File: config.mk
export PLATFORM = sky130hd
export DESIGN_NAME = maze_view_controller
export DESIGN_NICKNAME = d
export VERILOG_FILES = /design/src/rtl/maze_view_controller.sv
export SDC_FILE = /design/constraint.sdc
export NUM_CORES = 1
export LEC_CHECK = 0
export BUFFER_PORTS_ARGS = -buffer_cell sky130_fd_sc_hd__buf_2
export CAP_MARGIN = 40
export CORE_UTILIZATION = 40
export CTS_CLUSTER_SIZE = 12
export DETAILED_ROUTE_END_ITERATION = 6
export PLACE_DENSITY = 0.69
export SYNTH_ARGS = -nofsm -noshare
export SYNTH_HDL_FRONTEND = slang
export SYNTH_SLANG_ARGS = --single-unit
File: constraint.sdc
create_clock -name clk_i -period 2.5 [get_ports clk_i]
set_input_delay 0.25 -clock clk_i [delete_from_list [all_inputs] [get_ports clk_i]]
set_output_delay 0.25 -clock clk_i [all_outputs]
set_load 0.03 [all_outputs]
File: src/rtl/maze_view_controller.sv
`timescale 1ns/1ps
`default_nettype none
// ---------------------------------------------------------------------------
// maze_view_controller: frame-synchronous viewport/zoom control for the maze renderer.
// Rev 1.0
// ---------------------------------------------------------------------------
module maze_view_controller #(
  parameter logic [1:0] ZOOM_RESET = 2'd1
) (
  input  logic       clk_i,
  input  logic       reset_i,
  input  logic       vsync_i,
  input  logic       maze_valid_i,
  input  logic [6:0] maze_width_i,
  input  logic [6:0] maze_height_i,
  input  logic       btn_up_i,
  input  logic       btn_down_i,
  input  logic       btn_left_i,
  input  logic       btn_right_i,
  input  logic       zoom_in_i,
  input  logic       zoom_out_i,
  output logic [6:0] x_coord_o,
  output logic [6:0] y_coord_o,
  output logic [7:0] tile_width_o,
  output logic [7:0] tile_height_o,
  output logic       render_enable_o,
  output logic       busy_o
);

  typedef enum logic [2:0] {
    ST_IDLE       = 3'd0,
    ST_WAIT_FRAME = 3'd1,
    ST_APPLY      = 3'd2,
    ST_LIMIT      = 3'd3,
    ST_MOVE       = 3'd4
  } state_t;

  localparam int P_UP    = 5;
  localparam int P_DOWN  = 4;
  localparam int P_LEFT  = 3;
  localparam int P_RIGHT = 2;
  localparam int P_ZIN   = 1;
  localparam int P_ZOUT  = 0;

  localparam logic [7:0] TILE_RESET = 8'd4 << ZOOM_RESET;

  state_t      state_q, state_d;
  logic        vsync_q;
  logic [5:0]  pend_q, pend_d;
  logic [5:0]  clr;
  logic [5:0]  pulses;
  logic [1:0]  z_q, z_d;
  logic [7:0]  tile_q, tile_d;
  logic [6:0]  x_q, x_d, y_q, y_d;
  logic [6:0]  max_x_q, max_x_d, max_y_q, max_y_d;
  logic        render_q, render_d;

  logic        frame_edge;
  logic [7:0]  vis_w, vis_h, mw8, mh8, dx, dy;
  logic [6:0]  lim_x, lim_y;

  assign pulses     = {btn_up_i, btn_down_i, btn_left_i, btn_right_i, zoom_in_i, zoom_out_i};
  assign frame_edge = vsync_i & ~vsync_q;

  // Limits use the zoom level already committed in APPLY.
  assign vis_w = 8'd160 >> z_q;
  assign vis_h = 8'd120 >> z_q;
  assign mw8   = {1'b0, maze_width_i};
  assign mh8   = {1'b0, maze_height_i};
  assign dx    = (mw8 > vis_w) ? (mw8 - vis_w) : 8'd0;
  assign dy    = (mh8 > vis_h) ? (mh8 - vis_h) : 8'd0;
  assign lim_x = 7'(dx);
  assign lim_y = 7'(dy);

  always_comb begin
    state_d = state_q;
    x_d     = x_q;
    y_d     = y_q;
    z_d     = z_q;
    max_x_d = max_x_q;
    max_y_d = max_y_q;
    clr     = 6'b0;

    case (state_q)
      ST_IDLE: begin
        if (maze_valid_i) begin
          x_d     = 7'd0;
          y_d     = 7'd0;
          clr     = 6'b111111;
          state_d = ST_WAIT_FRAME;
        end
      end
      ST_WAIT_FRAME: begin
        if (frame_edge) state_d = ST_APPLY;
      end
      ST_APPLY: begin
        if (pend_q[P_ZIN] && !pend_q[P_ZOUT])
          z_d = (z_q == 2'd3) ? 2'd3 : z_q + 2'd1;
        else if (pend_q[P_ZOUT] && !pend_q[P_ZIN])
          z_d = (z_q == 2'd0) ? 2'd0 : z_q - 2'd1;
        clr[P_ZIN]  = 1'b1;
        clr[P_ZOUT] = 1'b1;
        state_d     = ST_LIMIT;
      end
      ST_LIMIT: begin
        max_x_d = lim_x;
        max_y_d = lim_y;
        state_d = ST_MOVE;
      end
      ST_MOVE: begin
        if (pend_q[P_LEFT] && !pend_q[P_RIGHT])
          x_d = (x_q == 7'd0) ? 7'd0 : x_q - 7'd1;
        else if (pend_q[P_RIGHT] && !pend_q[P_LEFT])
          x_d = (x_q >= max_x_q) ? max_x_q : x_q + 7'd1;
        else if (x_q > max_x_q)
          x_d = max_x_q;

        if (pend_q[P_UP] && !pend_q[P_DOWN])
          y_d = (y_q == 7'd0) ? 7'd0 : y_q - 7'd1;
        else if (pend_q[P_DOWN] && !pend_q[P_UP])
          y_d = (y_q >= max_y_q) ? max_y_q : y_q + 7'd1;
        else if (y_q > max_y_q)
          y_d = max_y_q;

        clr[P_UP]    = 1'b1;
        clr[P_DOWN]  = 1'b1;
        clr[P_LEFT]  = 1'b1;
        clr[P_RIGHT] = 1'b1;
        state_d      = ST_WAIT_FRAME;
      end
      default: state_d = ST_IDLE;
    endcase

    // Losing the maze abandons any in-flight update but keeps the zoom level.
    if (state_q != ST_IDLE && !maze_valid_i) begin
      state_d = ST_IDLE;
      x_d     = 7'd0;
      y_d     = 7'd0;
      z_d     = z_q;
      max_x_d = max_x_q;
      max_y_d = max_y_q;
      clr     = 6'b0;
    end

    pend_d   = (pend_q & ~clr) | pulses;
    tile_d   = 8'd4 << z_d;
    render_d = (state_d != ST_IDLE);
  end

  always_ff @(posedge clk_i or posedge reset_i) begin
    if (reset_i) begin
      state_q  <= ST_IDLE;
      vsync_q  <= 1'b0;
      pend_q   <= 6'b0;
      z_q      <= ZOOM_RESET;
      tile_q   <= TILE_RESET;
      x_q      <= 7'd0;
      y_q      <= 7'd0;
      max_x_q  <= 7'd0;
      max_y_q  <= 7'd0;
      render_q <= 1'b0;
    end else begin
      state_q  <= state_d;
      vsync_q  <= vsync_i;
      pend_q   <= pend_d;
      z_q      <= z_d;
      tile_q   <= tile_d;
      x_q      <= x_d;
      y_q      <= y_d;
      max_x_q  <= max_x_d;
      max_y_q  <= max_y_d;
      render_q <= render_d;
    end
  end

  assign x_coord_o       = x_q;
  assign y_coord_o       = y_q;
  assign tile_width_o    = tile_q;
  assign tile_height_o   = tile_q;
  assign render_enable_o = render_q;
  assign busy_o          = (state_q == ST_APPLY) || (state_q == ST_LIMIT) || (state_q == ST_MOVE);

endmodule
`default_nettype wire

# Word level (Yosys, flattened, before mapping)
# Index checks and enable logic that the tools add are counted.
[totals]
ff_bits = 49
input_bits = 24
[classes]
add_sub_neg = 8
n_lt_le_gt_ge = 6
n_eq_ne = 8
shifts = 3
n_mux = 31
n_bitwise = 6
reduce_logical = 26
[op_table]
columns = ["operator", "n"]
rows = [
  ["$mux 7", 15],
  ["$pmux 7 s2", 2],
  ["$gt 7x8->1", 2],
  ["$pmux 3 s5", 1],
  ["$add 7x1->7 const B", 2],
  ["$ge 7x7->1", 2],
  ["$gt 7x7->1", 2],
  ["$logic_not 7->1", 2],
  ["$sub 7x1->7 const B", 2],
  ["$sub 7x7->7", 2],
  ["$mux 2", 6],
  ["$mux 6", 2],
  ["$ne 5x5->1 const B", 2],
  ["$mux 3", 3],
  ["$reduce_bool 3->1", 3],
  ["$pmux 4 s2", 1],
  ["$shl 3x2->8 const A", 1],
  ["$shr 7x2->8 const A", 1],
  ["$shr 8x2->8 const A", 1],
  ["$logic_and 1x1->1", 7],
  ["$logic_not 1->1", 7],
  ["$and 6x6->6", 1],
  ["$eq 3x2->1 const B", 2],
  ["$not 6->6", 1],
  ["15 further kinds", 18],
]

# Longest topological paths before layout
# Gate-level depths: netlist of run 1.
[logic_depth]
word_depth = 7
depth_mapped = 10
ltp_nobuf = 10

# Worst setup path after synthesis of run 1
# OpenSTA, ideal clock, no wires.
[synth_timing]
path_kind = "reg2reg"
start = "register x_q[0], in the netlist x_coord_o[0]"
end = "register x_q[6], in the netlist x_coord_o[6]"
t_arrival_ps = 2140
slack_ps = 236
stages_incl_launch_ff = 9
n_path_buf = 0
path_cell_list = "dfrtp_1 > inv_1 > ha_1 > nand2b_1 > a211oi_1 > or2_1 > a41oi_2 > a221oi_2 > o21ai_1"
[synth_between]
elab_chain_len = 6
elab_cells_between_ends = 13
cone_classes = "add/sub: 2; order compare: 2; eq/ne: 1; mux: 6; reduce/logical: 2"
[synth_rtl]
columns = ["item", "line_no", "text"]
rows = [
  ["start: declaration", "54", "logic [6:0] x_q, x_d, y_q, y_d;"],
  ["start signal: assignment", "157", "x_q <= 7'd0;"],
  ["start signal: assignment", "168", "x_q <= x_d;"],
  ["$add 7x1->7 / $ge 7x7->1 (equally long branches)", "114", "x_d = (x_q >= max_x_q) ? max_x_q : x_q + 7'd1;"],
  ["$mux 7", "114", ""],
  ["$mux 7", "113", "else if (pend_q[P_RIGHT] && !pend_q[P_LEFT])"],
  ["$mux 7", "111", "if (pend_q[P_LEFT] && !pend_q[P_RIGHT])"],
  ["$pmux 7 s2", "84", "case (state_q)"],
  ["$mux 7", "135", "if (state_q != ST_IDLE && !maze_valid_i) begin"],
]
# Several ways; a longest one is shown, not always the timed one.
# A chain may end at the register's enable or synchronous reset.

# Final worst setup path of run 1
[layout_timing]
start = "register y_q[1], in the netlist y_coord_o[1]"
end = "register y_q[2], in the netlist y_coord_o[2]"
[layout_between]
elab_chain_len = 6
elab_cells_between_ends = 13
cone_classes = "add/sub: 2; order compare: 2; eq/ne: 1; mux: 6; reduce/logical: 2"
[layout_rtl]
columns = ["item", "line_no", "text"]
rows = [
  ["start: declaration", "54", ""],
  ["start signal: assignment", "169", "y_q <= y_d;"],
  ["$add 7x1->7 / $ge 7x7->1 (equally long branches)", "121", "y_d = (y_q >= max_y_q) ? max_y_q : y_q + 7'd1;"],
  ["$mux 7", "121", ""],
  ["$mux 7", "120", "else if (pend_q[P_DOWN] && !pend_q[P_UP])"],
  ["$mux 7", "118", "if (pend_q[P_UP] && !pend_q[P_DOWN])"],
  ["$pmux 7 s2", "84", ""],
  ["$mux 7", "135", ""],
]
# Several ways; a longest one is shown, not always the timed one.

==> results.sh, run 1 <==
export IMPL_layout_common_cells="47 x buf_2, 43 x dfrtp_1, 38 x inv_1"
export IMPL_status="finished clean"
export IMPL_yosys_warnings=0
export IMPL_synth_seq_cells=45
export IMPL_worstSetupPathDepth=7
export IMPL_post_synth_num_cell_types=63
export IMPL_fin_crit_sh=0.9424
export IMPL_finalInstanceArea_sq_mm=0.004011
export IMPL_antenna_left=0
export IMPL_criticalPathCategory="reg -> reg"
export IMPL_die_area_sq_mm=0.008971
export IMPL_cp_required_ps=2680
export IMPL_cp_top_family="compound AO/OA/AOI/OAI gates"
export IMPL_p_per_area_mw_per_mm2=485.7
export IMPL_grt_setup_unrepaired="false"
export IMPL_io_pins=56
export IMPL_coreArea_sq_mm=0.008258
export IMPL_synth_async_sr_flop_share=1.000
export IMPL_die_h_microns=94.72
export IMPL_slew_viol_final=0
export IMPL_drc_errors=0
export IMPL_reg2reg_slack_ps=140
export IMPL_cp_cell_sequence="ha_1 -> and3b_1 -> o21ai_0 -> a21bo_2 -> or2_1 -> inv_1 -> a221o_1"
export IMPL_clk_pin_slew_ps=80
export IMPL_numCtsBuffers=5
export IMPL_r2r_start="y_coord_o[1]"
export IMPL_critPathBufInv=1
export IMPL_grt_pass1_vias=2909
export IMPL_finalSetupViolations=0
export IMPL_multi_input_area_sq_mm=0.002067
export IMPL_synth_enable_flop_cells=0
export IMPL_grt_pass1_wl_microns=13810
export IMPL_drv_cap=0
export IMPL_avgSynthCellArea_sq_um=9.144
export IMPL_drtIter0Drc=142
export IMPL_hold_ws_ps=71.33
export IMPL_grt_max_degree=16
export IMPL_hold_path_end="vsync_q"
export IMPL_fmax_mhz=424.5
export IMPL_clock_skew_ps=11.69
export IMPL_seqCellArea_sq_mm=0.001129
export IMPL_area_growth_pct=16.67
export IMPL_netlist_instances=376
export IMPL_cts_root_buffer="clkbuf_8"
export IMPL_grt_usage=0.1973
export IMPL_slowest_stage="dfrtp_1"
export IMPL_fin_tns_setup_ps=0
export IMPL_io_buffer_count=47
export IMPL_globalRouteOverflowTotal=0
export IMPL_mostFrequentLayoutCell="buf_2"
export IMPL_hold_depth=1
export IMPL_critPathArrivalTime_ps=2540
export IMPL_drive_above_1_share=0.2262
export IMPL_route_vias_total=2966
export IMPL_h_tree_depth=2
export IMPL_wl_per_cell_microns=15.01
export IMPL_gp_congestion=0.9357
export IMPL_initial_core_util=0.4164
export IMPL_path_max_fanout=7
export IMPL_irDropWorstVdd_mv=0.2867
export IMPL_dp_final_hpwl_microns=6528
export IMPL_tritoncts="done"
export IMPL_synth_area_sq_mm=0.003438
export IMPL_slowest_delay_ps=470
export IMPL_hp_class="in -> reg"
export IMPL_leakage_nw=2.018
export IMPL_viasPerCell=5.422
export IMPL_finalHoldViolations=0
export IMPL_ys_seq_area_frac=0.3282
export IMPL_final_nets=501
export IMPL_antenna_found_initial=0
export IMPL_dpl_cell_area_sq_mm=0.003850
export IMPL_min_period_ps=2356
export IMPL_critPathLaunchType="flip-flop"
export IMPL_wl_microns=8208
export IMPL_cts_buffer_depth=2
export IMPL_rows=33
export IMPL_r2r_end="y_coord_o[2]"
export IMPL_cp_end_kind="flip-flop"
export IMPL_hp_start="vsync_i"
export IMPL_rr_worst_depth=7
export IMPL_synth_ff_type="dfrtp_1"
export IMPL_first_pass_iters=7
export IMPL_clock_latency_ps=300
export IMPL_die_width_microns=94.72
export IMPL_cts_sinks=45
export IMPL_diodes=0
export IMPL_fill_cells=810
-- metal layers --
layer / part of all wire / global-route usage / vias up / wire (microns)
met3: 0.039 / 0.03462 / 8 / 320
met2: 0.46 / 0.3129 / 77 / 3759
met4: 0.015 / 0.06944 / 0 / 125
met1: 0.49 / 0.2696 / 1412 / 4002
met5: 0 / 0 / - / 0
li1: - / - / 1469 / -
-- registers in the layout, summed over array words and instances, names as in the netlist --
name	count
max_x_q	7
max_y_q	7
pend_q	6
render_enable_o	1
state_q	3
tile_height_o	4
vsync_q	1
x_coord_o	7
y_coord_o	7
z_q	2
-- Yosys cell counts (8+ instances only) --
cell,count,share of area
o22ai_1,11,0.020
nor2_1,18,0.020
xnor2_1,11,0.028
nand2_1,27,0.029
o21a_1,10,0.022
dfrtp_1,43,0.31
a21o_1,10,0.022
o21ai_0,13,0.019
ha_1,35,0.13
a21oi_1,16,0.023
inv_1,39,0.043
nor2b_1,8,0.015
o32ai_1,9,0.023
nor3_1,13,0.019
buf_4,12,0.026
-- timing repair --
action	in CTS	in global routing
resized for setup	1	4
buffers inserted	0	2
pin swaps	0	1
endpoints found under the hold margin	6	0
endpoints found under the setup margin	5	8
hold buffers	1	0
-- through the flow --
stage	utilization	setup slack [ps]	power [mW]	std cells
after global routing	0.4858	7.311	2.075	547
after detailed placement	0.4662	-43.04	1.384	536
after global placement	0.4644	163.8	1.367	535
after CTS	0.4815	32.90	1.961	545
after floorplan	-	235.6	1.247	383
final	0.4858	144.0	1.948	547
-- how the worst max path moves through the flow --
stage                   end  slack, ps          from
6_report       y_coord_o[2]        140  y_coord_o[1]
5_1_grt        x_coord_o[3]          7  x_coord_o[4]
4_1_cts          max_y_q[4]         30        z_q[0]
3_5_place_dp     max_y_q[4]        -40        z_q[0]
3_3_place_gp     max_y_q[2]        160        z_q[0]
2_1_floorplan  x_coord_o[6]        240  x_coord_o[0]
-- kinds of logic after synthesis --
group	count (synthesis)	share of synthesized area
AO/OA/AOI/OAI	116	0.2511
XOR/XNOR	15	0.03821
adder cells (fa/ha/maj)	36	0.1332
buffers and inverters	59	0.08515
flip-flops	45	0.3282
multiplexers	3	0.009098
other	1	0.001091
AND/OR/NAND/NOR	101	0.1539
-- cell type report --
class | count | area share
multi-input combinational | 279 | 0.5153
sequential | 45 | 0.2813
timing repair buffer | 71 | 0.1061
inverter | 39 | 0.03649
tap | 105 | 0.03275
clock buffer | 5 | 0.01716
clock inverter | 3 | 0.01092
-- power breakdown --
part / total, mW / internal, mW / switching, mW
Sequential: 0.870 / 0.808 / 0.0624
Combinational: 0.518 / 0.219 / 0.298
Clock: 0.560 / 0.300 / 0.260
Total: 1.95 / 1.33 / 0.621
(Power assumes the default switching activity.)
==> inputs of run 2 (changes only) <==
--- a/config.mk
+++ b/config.mk
@@ -7,10 +7,11 @@
 export LEC_CHECK = 0
 export BUFFER_PORTS_ARGS = -buffer_cell sky130_fd_sc_hd__buf_2
 export CAP_MARGIN = 40
-export CORE_UTILIZATION = 40
+export CORE_UTILIZATION = 35
+export CTS_BUF_LIST = sky130_fd_sc_hd__clkbuf_2 sky130_fd_sc_hd__clkbuf_4 sky130_fd_sc_hd__clkbuf_8
 export CTS_CLUSTER_SIZE = 12
 export DETAILED_ROUTE_END_ITERATION = 6
-export PLACE_DENSITY = 0.69
+export PLACE_DENSITY = 0.63
 export SYNTH_ARGS = -nofsm -noshare
 export SYNTH_HDL_FRONTEND = slang
 export SYNTH_SLANG_ARGS = --single-unit
==> results.sh, run 2 (synthesized netlist as in run 1, its figures left out) <==
export IMPL_status="finished clean"
export IMPL_grt_pass1_vias=2840
export IMPL_clock_skew_ps=10.70
export IMPL_cp_required_ps=2690
export IMPL_top_layer="met4"
export IMPL_globalRouteOverflowTotal=0
export IMPL_fin_util=0.4248
export IMPL_route_vias_total=2921
export IMPL_die_width_microns=101.1
export IMPL_finalSetupViolations=0
export IMPL_grt_setup_unrepaired="false"
export IMPL_grt_usage=0.1692
export IMPL_area_growth_pct=15.79
export IMPL_first_pass_iters=4
export IMPL_io_buffer_count=47
export IMPL_coreArea_sq_mm=0.009371
export IMPL_min_period_ps=2343
export IMPL_clk_pin_slew_ps=90
export IMPL_tritoncts="done"
export IMPL_layout_common_cells="47 x buf_2, 42 x dfrtp_1, 38 x inv_1"
export IMPL_path_max_fanout=8
export IMPL_critPathArrivalTime_ps=2530
export IMPL_io_pins=56
export IMPL_reg2reg_slack_ps=160
export IMPL_mostFrequentLayoutCell="buf_2"
export IMPL_cts_buffer_depth=2
export IMPL_clock_latency_ps=290
export IMPL_fin_crit_sh=0.9370
export IMPL_p_per_area_mw_per_mm2=466.9
export IMPL_grt_max_degree=15
export IMPL_h_tree_depth=2
export IMPL_slew_viol_final=0
export IMPL_die_h_microns=101.1
export IMPL_grt_pass1_wl_microns=13700
export IMPL_critPathLaunchType="flip-flop"
export IMPL_cts_sinks=45
export IMPL_wl_microns=8148
export IMPL_antenna_left=0
export IMPL_viasPerCell=5.161
export IMPL_drv_cap=0
export IMPL_irDropWorstVdd_mv=0.2557
export IMPL_antenna_found_initial=0
export IMPL_leakage_nw=1.989
export IMPL_criticalPathCategory="reg -> reg"
export IMPL_cts_root_buffer="clkbuf_8"
export IMPL_gp_congestion=0.9939
export IMPL_finalHoldViolations=0
export IMPL_dr_wl_met3_microns=252
export IMPL_dp_cells=557
export IMPL_drtIter0Drc=132
export IMPL_fmax_mhz=426.9
export IMPL_post_place_ws_ps=72.79
export IMPL_cp_end_kind="flip-flop"
export IMPL_fin_cells=566
export IMPL_dp_final_hpwl_microns=6517
export IMPL_rows=35
export IMPL_hp_class="in -> reg"
export IMPL_fin_ws_ps=157.5
export IMPL_initial_core_util=0.3669
export IMPL_drc_errors=0
export IMPL_die_area_sq_mm=0.01022
export IMPL_wl_per_cell_microns=14.40
export IMPL_final_nets=496
export IMPL_met1Wirelength_microns=4065
export IMPL_diodes=0
export IMPL_numCtsBuffers=5
export IMPL_drive_above_1_share=0.2151
export IMPL_wl_met2_microns=3780
export IMPL_fin_tns_setup_ps=0
[run 2: cell count changes in the layout (fill, tap and decap cells not counted), sizes merged]
cell,previous run,this run
buf,70,65
bufinv,1,0
clkbuf,5,7
inv,39,38
[run 2: metal layers]
layer | vias up | GRT usage
met3 | 4 | 0.02219
li1 | 1461 | -
met5 | - | 0
met4 | 0 | 0.04236
met1 | 1390 | 0.2395
met2 | 66 | 0.2732
[run 2: final cells by class]
class / count / area [sq um]
multi-input cells: 279 / 2051
clock inverters: 1 / 8.758
repair buffers: 66 / 400.4
fillers: 941 / 5390
well taps: 129 / 161.4
clock buffers: 7 / 83.83
inverters: 39 / 146.4
flip-flops and latches: 45 / 1130
[run 2: report_power, final]
group	switching, mW	total [mW]	internal (mW)
registers	0.0578	0.866	0.808
logic	0.298	0.516	0.218
clock network	0.255	0.477	0.222
total	0.611	1.86	1.25
[run 2: worst max-delay path, cell delays in order (launching register included)]
cell	delay [ps]
dfstp_2	610
nand2_1	100
ha_1	330
o21a_1	220
o21a_1	210
o21a_1	200
o21a_1	210
o21a_1	190
a22o_1	180
[run 2: metrics by stage]
step | hold WS, ps | area, sq um | power (mW)
after floorplan | 281.4 | 3465 | 1.247
after global placement | 338.2 | 3842 | 1.372
after detailed placement | 194.0 | 3870 | 1.388
after CTS | 64.60 | 3973 | 1.874
after global routing | 63.36 | 3981 | 1.972
final | 81.91 | 3981 | 1.859
[run 2: final timing paths]
kind | startpoint | cells past startpoint | end
max in group asynchronous | reset_i | 5 | y_coord_o[1]
worst min register to register | pend_q[5] | 1 | pend_q[5]
worst max-delay path | z_q[0] | 8 | max_x_q[0]
min in group asynchronous | reset_i | 3 | pend_q[1]
worst max register to register | z_q[0] | 8 | max_x_q[0]
worst min-delay path | vsync_i | 1 | vsync_q
[run 2: timing repair]
item                                    in CTS  in global routing
endpoints found under the hold margin        6                  0
hold buffers                                 1                  0
resized for setup                            0                  4
endpoints found under the setup margin       0                 10
setup buffers                                0                  0
==> inputs of run 3 (changes only) <==
--- a/config.mk
+++ b/config.mk
@@ -11,7 +11,7 @@
 export CTS_BUF_LIST = sky130_fd_sc_hd__clkbuf_2 sky130_fd_sc_hd__clkbuf_4 sky130_fd_sc_hd__clkbuf_8
 export CTS_CLUSTER_SIZE = 12
 export DETAILED_ROUTE_END_ITERATION = 6
-export PLACE_DENSITY = 0.63
+export PLACE_DENSITY = 0.65
 export SYNTH_ARGS = -nofsm -noshare
 export SYNTH_HDL_FRONTEND = slang
 export SYNTH_SLANG_ARGS = --single-unit
==> constraint.sdc (replaced) <==
create_clock -name clk_i -period 2.1 [get_ports clk_i]
set_input_delay 0.21 -clock clk_i [delete_from_list [all_inputs] [get_ports clk_i]]
set_output_delay 0.21 -clock clk_i [all_outputs]
set_load 0.03 [all_outputs]
==> results.sh, run 3 (synthesized netlist as in run 1, its figures left out) <==
export IMPL_drive_above_1_share=0.4016
export IMPL_initial_core_util=0.3669
export IMPL_crit_top_cell="o21ai_2"
export IMPL_fin_ws_ps=-56.92
export IMPL_first_pass_iters=4
export IMPL_clock_latency_ps=310
export IMPL_power_frac_clock=0.228
export IMPL_slowest_delay_ps=590
export IMPL_grt_setup_unrepaired="true"
export IMPL_slowest_stage="dfstp_2"
export IMPL_grt_pass1_vias=3132
export IMPL_cp_top_family="compound AO/OA/AOI/OAI gates"
export IMPL_status="complete, but fails checks"
export IMPL_swShare=0.3444
export IMPL_mostFrequentLayoutCell="buf_4"
export IMPL_route_vias_total=3240
export IMPL_layout_common_cells="66 x buf_4, 47 x buf_2, 34 x dfrtp_1"
export IMPL_io_pins=56
export IMPL_power_frac_seq=0.406
export IMPL_p_sw_mw=0.8708
export IMPL_wl_per_cell_microns=14.86
export IMPL_internal_power_mw=1.658
export IMPL_grt_max_degree=24
export IMPL_finalSetupViolations=8
export IMPL_p_per_area_mw_per_mm2=542.9
export IMPL_worst_pin_slew_ps=517.7
export IMPL_drc_errors=0
export IMPL_cp_required_ps=2280
export IMPL_cts_buffer_depth=2
export IMPL_finalHoldViolations=0
export IMPL_cts_root_buffer="clkbuf_8"
export IMPL_h_tree_depth=2
export IMPL_fin_crit_sh=1.027
export IMPL_critPathLaunchType="flip-flop"
export IMPL_diodes=0
export IMPL_clk_pin_slew_ps=100
export IMPL_antenna_found_initial=0
export IMPL_final_nets=547
export IMPL_p_comb_frac=0.367
export IMPL_wl_microns=9169
export IMPL_viasPerCell=5.251
export IMPL_post_place_ws_ps=-93.28
export IMPL_cp_cell_sequence="nand2_4 -> inv_4 -> ha_4 -> fa_2 -> nor2b_2 -> o211a_1 -> o21ai_2 -> a21boi_2 -> o21ai_2 -> o22ai_1"
export IMPL_gp_congestion=0.9409
export IMPL_irDropWorstVdd_mv=0.4148
export IMPL_tritoncts="done"
export IMPL_coreArea_sq_mm=0.009371
export IMPL_critPathArrivalTime_ps=2330
export IMPL_critPathBufInv=1
export IMPL_globalRouteOverflowTotal=0
export IMPL_die_width_microns=101.1
export IMPL_drv_cap=0
export IMPL_rows=35
export IMPL_cts_sinks=45
export IMPL_maxSlewHeadroom=0.6537
export IMPL_slew_viol_final=0
export IMPL_grt_usage=0.1818
export IMPL_violations="negative setup slack"
export IMPL_dp_final_hpwl_microns=6885
export IMPL_path_max_fanout=5
export IMPL_p_total_mw=2.529
export IMPL_clock_skew_ps=14.91
export IMPL_numCtsBuffers=5
export IMPL_die_h_microns=101.1
export IMPL_grt_pass1_wl_microns=14590
export IMPL_io_buffer_count=47
export IMPL_hp_class="in -> reg"
export IMPL_die_area_sq_mm=0.01022
export IMPL_area_growth_pct=35.48
export IMPL_antenna_left=0
export IMPL_cp_end_kind="flip-flop"
export IMPL_drtIter0Drc=145
export IMPL_leakage_nw=2.215
export IMPL_criticalPathCategory="reg -> reg"
export IMPL_min_period_ps=2157
export IMPL_fmax_mhz=463.6
## run 3: cell types whose count changed in the layout (fill, tap and decap cells not counted), moves of 3 or more
| cell | before | now |
|---|---|---|
| o21ai_0 | 13 | 9 |
| ha_4 | 0 | 10 |
| ha_1 | 35 | 25 |
| inv_1 | 38 | 28 |
| buf_4 | 17 | 66 |
| a211oi_1 | 5 | 2 |
| a211oi_2 | 2 | 5 |
| dfrtp_2 | 1 | 9 |
| o21ai_1 | 5 | 8 |
| dfrtp_1 | 42 | 34 |
| inv_2 | 0 | 9 |
## run 3: through the flow
step,utilization,hold WS (ps),area (sq um),instances,setup TNS [ps]
final,0.4971,27.60,4658,617,-235.5
after global routing,0.4971,28.22,4658,617,-2012
after CTS,0.4670,21.74,4377,608,-86.26
after detailed placement,0.4491,311.6,4209,596,-452.4
after global placement,0.4491,301.2,4209,596,-93.04
after floorplan,-,241.4,3533,383,-43.59
## run 3: what timing repair did
| item | 4_1_cts | 5_1_grt |
|---|---|---|
| hold endpoints to repair | 21 | 0 |
| hold buffers | 1 | 0 |
| pin swaps | 8 | 24 |
| resized for setup | 7 | 43 |
| gates cloned | 0 | 1 |
| setup endpoints to repair | 17 | 28 |
| setup buffers | 3 | 8 |
## run 3: power by group through the flow
stage               combinational, mW  sequential, mW  clock, mW
CTS                             0.784            1.02      0.587
detailed placement              0.749            1.04          0
global route                     1.02            1.04      0.620
global placement                0.731            1.04          0
finish                          0.927            1.03      0.576
floorplan                       0.471            1.03          0
## run 3: metal layers
| layer | part of all wire | wire (microns) | GRT usage |
|---|---|---|---|
| met1 | 0.46 | 4191 | 0.2450 |
| met2 | 0.47 | 4341 | 0.3019 |
| met3 | 0.048 | 437 | 0.02497 |
| met4 | 0.022 | 200 | 0.05797 |
| met5 | 0 | 0 | 0 |
## run 3: layout make-up
| cell class | count | area, sq um |
|---|---|---|
| repair buffers | 116 | 779.5 |
| clock buffers | 5 | 68.82 |
| flip-flops and latches | 45 | 1140 |
| multi-input cells | 280 | 2338 |
| well taps | 129 | 161.4 |
| fillers | 880 | 4713 |
| inverters | 39 | 148.9 |
| clock inverters | 3 | 21.27 |
## run 3: path summary, 6_finish.rpt
check / start / to / slack [ps] / cells past startpoint
max: z_q[0] / max_y_q[4] / -60 / 10
max in group asynchronous: reset_i / x_coord_o[4] / 1220 / 5
min reg2reg: pend_q[4] / pend_q[4] / 520 / 1
max reg2reg: z_q[0] / max_y_q[4] / -60 / 10
min: vsync_i / vsync_q / 30 / 1
min in group asynchronous: reset_i / pend_q[2] / 450 / 4
